### src/rtl/vga_timing_gen.sv
// vga_timing_gen: VGA horizontal/vertical timing generator with a built-in
// test-pattern source (colour bars, checkerboard, solid colour, external feed).
// The counters advance on the pixel strobe `en`; every video output is
// registered one enabled cycle behind hcount/vcount so sync and colour align.
module vga_timing_gen #(
    parameter int unsigned  H_ACTIVE = 640,
    parameter int unsigned  H_FP     = 16,
    parameter int unsigned  H_SYNC   = 96,
    parameter int unsigned  H_BP     = 48,
    parameter int unsigned  V_ACTIVE = 480,
    parameter int unsigned  V_FP     = 10,
    parameter int unsigned  V_SYNC   = 2,
    parameter int unsigned  V_BP     = 33,
    parameter logic         HS_POL   = 1'b0,
    parameter logic         VS_POL   = 1'b0,
    parameter int unsigned  CW       = 1,
    parameter int unsigned  BAR_N    = 8,
    localparam int unsigned H_TOTAL  = H_ACTIVE + H_FP + H_SYNC + H_BP,
    localparam int unsigned V_TOTAL  = V_ACTIVE + V_FP + V_SYNC + V_BP,
    localparam int unsigned HW       = $clog2(H_TOTAL),
    localparam int unsigned VW       = $clog2(V_TOTAL)
) (
    input  logic            clk,
    input  logic            rst_n,
    input  logic            en,
    input  logic [1:0]      mode,
    input  logic [3*CW-1:0] solid_rgb,
    input  logic [3*CW-1:0] ext_rgb,
    output logic [HW-1:0]   hcount,
    output logic [VW-1:0]   vcount,
    output logic            hsync,
    output logic            vsync,
    output logic            active,
    output logic            frame_start,
    output logic [CW-1:0]   red,
    output logic [CW-1:0]   green,
    output logic [CW-1:0]   blue
);

    typedef enum logic [1:0] {
        MODE_BARS    = 2'b00,
        MODE_CHECKER = 2'b01,
        MODE_SOLID   = 2'b10,
        MODE_EXT     = 2'b11
    } mode_e;

    localparam logic [HW-1:0] H_LAST       = HW'(H_TOTAL - 1);
    localparam logic [VW-1:0] V_LAST       = VW'(V_TOTAL - 1);
    localparam int unsigned   H_SYNC_START = H_ACTIVE + H_FP;
    localparam int unsigned   H_SYNC_END   = H_SYNC_START + H_SYNC;
    localparam int unsigned   V_SYNC_START = V_ACTIVE + V_FP;
    localparam int unsigned   V_SYNC_END   = V_SYNC_START + V_SYNC;
    localparam int unsigned   BW           = H_ACTIVE / BAR_N;
    localparam logic [CW-1:0] ONES         = {CW{1'b1}};

    // Counter state and the latched pattern mode
    logic [HW-1:0] hcount_q, hcount_d;
    logic [VW-1:0] vcount_q, vcount_d;
    mode_e         mode_q, mode_d;

    // Registered video stage (one enabled cycle behind the counters)
    logic          hsync_q, hsync_d;
    logic          vsync_q, vsync_d;
    logic          active_q, active_d;
    logic          frame_start_q, frame_start_d;
    logic [CW-1:0] red_q, red_d;
    logic [CW-1:0] green_q, green_d;
    logic [CW-1:0] blue_q, blue_d;

    // Decode of the current counter position
    int unsigned   h_u, v_u;
    logic          at_origin;
    logic          in_active;
    logic          hs_on, vs_on;
    logic [2:0]    bar_code;
    logic          chk_white;
    logic [CW-1:0] pix_r, pix_g, pix_b;

    // Counter advance: wrap at end of line, and at end of frame
    always_comb begin
        // NOTE: every variable written in a combinational block gets a default
        // first, so no path leaves it unassigned and no latch is inferred.
        hcount_d = hcount_q;
        vcount_d = vcount_q;
        if (en) begin
            if (hcount_q == H_LAST) begin
                hcount_d = '0;
                if (vcount_q == V_LAST) begin
                    vcount_d = '0;
                end else begin
                    vcount_d = vcount_q + VW'(1);
                end
            end else begin
                hcount_d = hcount_q + HW'(1);
            end
        end
    end

    // Position decode; the pattern mode is only taken at the first pixel of a frame
    always_comb begin
        h_u       = 32'(hcount_q);
        v_u       = 32'(vcount_q);
        at_origin = (hcount_q == '0) && (vcount_q == '0);
        in_active = (h_u < H_ACTIVE) && (v_u < V_ACTIVE);
        hs_on     = (h_u >= H_SYNC_START) && (h_u < H_SYNC_END);
        vs_on     = (v_u >= V_SYNC_START) && (v_u < V_SYNC_END);
        chk_white = hcount_q[5] ^ vcount_q[5];
        // The pixel at (0,0) already belongs to the new frame, so it uses the
        // freshly latched mode rather than the previous frame's.
        mode_d    = (en && at_origin) ? mode_e'(mode) : mode_q;
    end

    // Pattern generator: bar index clamps to the last bar for any remainder columns
    always_comb begin
        bar_code = '0;
        pix_r    = '0;
        pix_g    = '0;
        pix_b    = '0;
        for (int unsigned i = 1; i < BAR_N; i++) begin
            if (h_u >= i * BW) begin
                bar_code = 3'(i);
            end
        end
        if (in_active) begin
            case (mode_d)
                MODE_BARS: begin
                    pix_r = {CW{bar_code[0]}};
                    pix_g = {CW{bar_code[1]}};
                    pix_b = {CW{bar_code[2]}};
                end
                MODE_CHECKER: begin
                    pix_r = chk_white ? ONES : '0;
                    pix_g = chk_white ? ONES : '0;
                    pix_b = chk_white ? ONES : '0;
                end
                MODE_SOLID: begin
                    pix_r = solid_rgb[CW-1:0];
                    pix_g = solid_rgb[2*CW-1:CW];
                    pix_b = solid_rgb[3*CW-1:2*CW];
                end
                default: begin
                    pix_r = ext_rgb[CW-1:0];
                    pix_g = ext_rgb[2*CW-1:CW];
                    pix_b = ext_rgb[3*CW-1:2*CW];
                end
            endcase
        end
    end

    // Output stage next values: advance on en, hold otherwise; frame_start never holds
    always_comb begin
        hsync_d       = hsync_q;
        vsync_d       = vsync_q;
        active_d      = active_q;
        red_d         = red_q;
        green_d       = green_q;
        blue_d        = blue_q;
        frame_start_d = 1'b0;
        if (en) begin
            hsync_d       = hs_on ? HS_POL : ~HS_POL;
            vsync_d       = vs_on ? VS_POL : ~VS_POL;
            active_d      = in_active;
            red_d         = pix_r;
            green_d       = pix_g;
            blue_d        = pix_b;
            frame_start_d = at_origin;
        end
    end

    // State registers with synchronous active-low reset
    always_ff @(posedge clk) begin
        // NOTE: sequential state uses non-blocking assignments so every flop
        // samples the pre-edge values, independent of statement order.
        if (!rst_n) begin
            hcount_q      <= '0;
            vcount_q      <= '0;
            mode_q        <= MODE_BARS;
            hsync_q       <= ~HS_POL;
            vsync_q       <= ~VS_POL;
            active_q      <= 1'b0;
            frame_start_q <= 1'b0;
            red_q         <= '0;
            green_q       <= '0;
            blue_q        <= '0;
        end else begin
            hcount_q      <= hcount_d;
            vcount_q      <= vcount_d;
            mode_q        <= mode_d;
            hsync_q       <= hsync_d;
            vsync_q       <= vsync_d;
            active_q      <= active_d;
            frame_start_q <= frame_start_d;
            red_q         <= red_d;
            green_q       <= green_d;
            blue_q        <= blue_d;
        end
    end

    assign hcount      = hcount_q;
    assign vcount      = vcount_q;
    assign hsync       = hsync_q;
    assign vsync       = vsync_q;
    assign active      = active_q;
    assign frame_start = frame_start_q;
    assign red         = red_q;
    assign green       = green_q;
    assign blue        = blue_q;

endmodule
### config.mk
export PLATFORM = sky130hd
export DESIGN_NAME = vga_timing_gen
export DESIGN_NICKNAME = d
export VERILOG_FILES = /design/src/rtl/vga_timing_gen.sv
export SDC_FILE = /design/constraint.sdc
export NUM_CORES = 1
export LEC_CHECK = 0
export CORE_UTILIZATION = 50
export CTS_CLUSTER_SIZE = 28
export DETAILED_ROUTE_END_ITERATION = 8
export GPL_TIMING_DRIVEN = 0
export MAX_ROUTING_LAYER = met4
export PLACE_DENSITY_LB_ADDON = 0.12
export SETUP_SLACK_MARGIN = 0.1
export SLEW_MARGIN = 25
export SYNTH_ARGS = -nofsm -noshare
export SYNTH_HDL_FRONTEND = slang
export SYNTH_SLANG_ARGS = --single-unit
### constraint.sdc
create_clock -name clk -period 2.45 [get_ports clk]
set_input_delay 0.49 -clock clk [delete_from_list [all_inputs] [get_ports clk]]
set_output_delay 0.49 -clock clk [all_outputs]
set_load 0.005 [all_outputs]
==> results <==
Yosys cell counts (all sizes together), types with 7 or more instances:
cell,number
nor2,27
nor3,7
nand3,12
dfxtp,29
o21ai,7
xnor2,7
xor2,11
clkbuf,7
inv,8
nand2,18
kinds of logic (layout without fill, tap and decap cells):
kind of cell             Yosys count  count (layout)  synth area share [%]
AND/OR/NAND/NOR                   99              99                  33.7
flip-flops                        29              29                  33.9
AO/OA/AOI/OAI                     26              26                  10.9
XOR/XNOR                          18              18                  9.20
buffers and inverters             18              62                  4.53
multiplexers                       7               7                  4.38
adder cells (fa/ha/maj)            5               5                  3.50
per-stage QoR:
step	instances	hold WS (ps)	util, %	total power [mW]	cell area, um^2
after floorplan	202	466	-	0.577	1710
final	290	489	70.3	0.962	2220
after detailed placement	282	483	67.5	0.628	2130
after global placement	282	463	67.5	0.627	2130
after CTS	290	499	69.8	0.968	2200
after global routing	290	525	70.3	1.01	2220
power groups by stage:
stage	clock network (mW)	registers, mW	logic (mW)
final	0.341	0.494	0.127
after CTS	0.350	0.493	0.125
after global routing	0.374	0.496	0.139
after global placement	0	0.504	0.123
after floorplan	0	0.503	0.0735
after detailed placement	0	0.504	0.124
layout make-up:
| class | instances | area share, % |
|---|---|---|
| Inverter | 8 | 1.36 |
| Clock inverter | 1 | 0.226 |
| Tap cell | 44 | 2.48 |
| Multi-Input combinational cell | 155 | 48.3 |
| Timing Repair Buffer | 36 | 16.4 |
| Clock buffer | 7 | 2.94 |
| Buffer | 10 | 2.15 |
| Sequential cell | 29 | 26.2 |
timing repair:
item / CTS / global route
hold buffers: 0 / 0
setup endpoints to repair: 0 / 5
resized for setup: 0 / 3
flip-flops by register name, indices dropped and copies added, names as in the netlist:
signal,count
active,1
blue,1
frame_start,1
green,1
hcount,10
hsync,1
mode_q,2
red,1
vcount,10
vsync,1
critical path, cell delays in order (launching register included):
cell	delay, ps
dfxtp_1	380
inv_1	80
ha_1	160
and4bb_1	250
nand4_4	180
nor2_8	200
mux2_2	350
a211o_1	230
a31o_1	210
routing by layer:
layer	vias up	GRT usage [%]	wire length, um
li1	803	-	-
met1	763	32.6	1870
met4	0	12.0	70
met3	7	5.33	161
met2	39	38.0	1910
met5	-	-	0
path summary, 6_finish.rpt:
kind / endpoint / slack (ps) / depth (start not counted)
hold reg to reg: active$_SDFFE_PN0P_ / 490 / 2
hold / removal: active$_SDFFE_PN0P_ / 490 / 2
setup reg to reg: red$_SDFFE_PN0P_ / 320 / 8
setup / recovery: red$_SDFFE_PN0P_ / 320 / 8
==> impl_metrics.yaml <==
global_route:
  grt_pass1_wl_um: 6540
  grt_overflow_total: 0
  track_usage_pct: 25.4
  grt_antenna_before_repair: 0
  grt_pass1_vias: 1447
  grt_max_degree: 11
pwr:
  p_int_uw: 716
  p_leak_nw: 0.856
  power.switching_uw: 246
  netSwitchingFraction_pct: 25.6
  clockPowerShare_pct: 35.5
  p_per_area_mw_per_mm2: 434
  pwr-share-seq_pct: 51.3
  ir_worst_vdd_mv: 0.391
  combPwrFrac_pct: 13.2
placed_design:
  pre_cts_ws_ps: -228
  gp_congestion: 0.818
  io_buffer_count: 36
  hpwl_um: 2950
yosys:
  ys_types: 48
  synth_edf_count: 0
  yosysTopAreaCellShare_pct: 33.9
  synthFlopType: "dfxtp_1"
  synth_area_mm2: 0.00171
  syn_nets: 217
  synthTopCellsByArea: "dfxtp_1, nor2_1, xor2_1, nand2_1, xnor2_1"
  async_flop_share_pct: 0
  yosysWarnings: 0
  avgSynthCellArea_um2: 8.49
  ys_seq_elements: 29
  seq_area_frac_synth_pct: 33.9
  synth_top_area_cell: "dfxtp_1"
  synth_cells: 202
timing:
  rsz0062_at_grt: "no"
  finalWorstSetupSlack_ps: 319
  finClkSkew_ps: 3.73
  worst_pin_slew_ps: 539
  post-route-period-util_pct: 87.0
  slew_headroom_pct: 63.1
  finalSetupViolCount: 0
  max_freq_mhz: 469
  hold_viol_final: 0
  fin_setup_tns_ps: 0
  finalMaxSlewViolations: 0
  fin_crit_ps: 2130
die:
  start_util_pct: 54.4
  die-area_mm2: 0.00367
  core_area_mm2: 0.00315
  die_x_um: 60.6
  die_h_um: 60.6
  rows: 20
  ios: 38
drt:
  drt-total-wl_um: 4020
  dr_total_vias: 1612
  dr.pass1.iters: 4
  drtIter0Drc: 77
  drc: 0
  vias_per_cell: 5.56
  antenna_left: 0
  wl_per_cell_um: 13.9
hold_path:
  hold_class: "flop to flop"
  worstHoldStart: "active$_SDFFE_PN0P_"
clock_tree:
  clock_latency_ps: 340
  h-tree-depth: 2
  cts.sinks: 29
  clkTransAtPathRegs_ps: 90
  cts_setup_buffers: 0
  cts_buffers: 5
  cts_root_buffer: "clkbuf_4"
  cts_tree: "yes"
  clockBufferDepth: 2
critical_path:
  startpoint_type: "flop"
  end_kind: "flop"
  crit_arrival_ps: 2370
  crit_fanout: 6
  worstSetupPathType: "flop to flop"
  required_ps: 2690
  crit_start: "hcount[0]$_SDFFE_PN0P_"
  r2r-start: "hcount[0]$_SDFFE_PN0P_"
outcome:
  status: "completed"
layout:
  nFillCells: 293
  drive_gt1_share_pct: 8.54
  layout.nets: 260
  area_growth_pct: 29.3
  antenna_cells: 0
  final_cell_mix: "clkdlybuf4s50_1, dfxtp_1, nor2_1"
  final_common_cell: "clkdlybuf4s50_1"
  regArea_um2: 581
  multi_input_area_mm2: 0.00107
run:
  drv_cap: 0
Power figures use the tool's default switching activity.
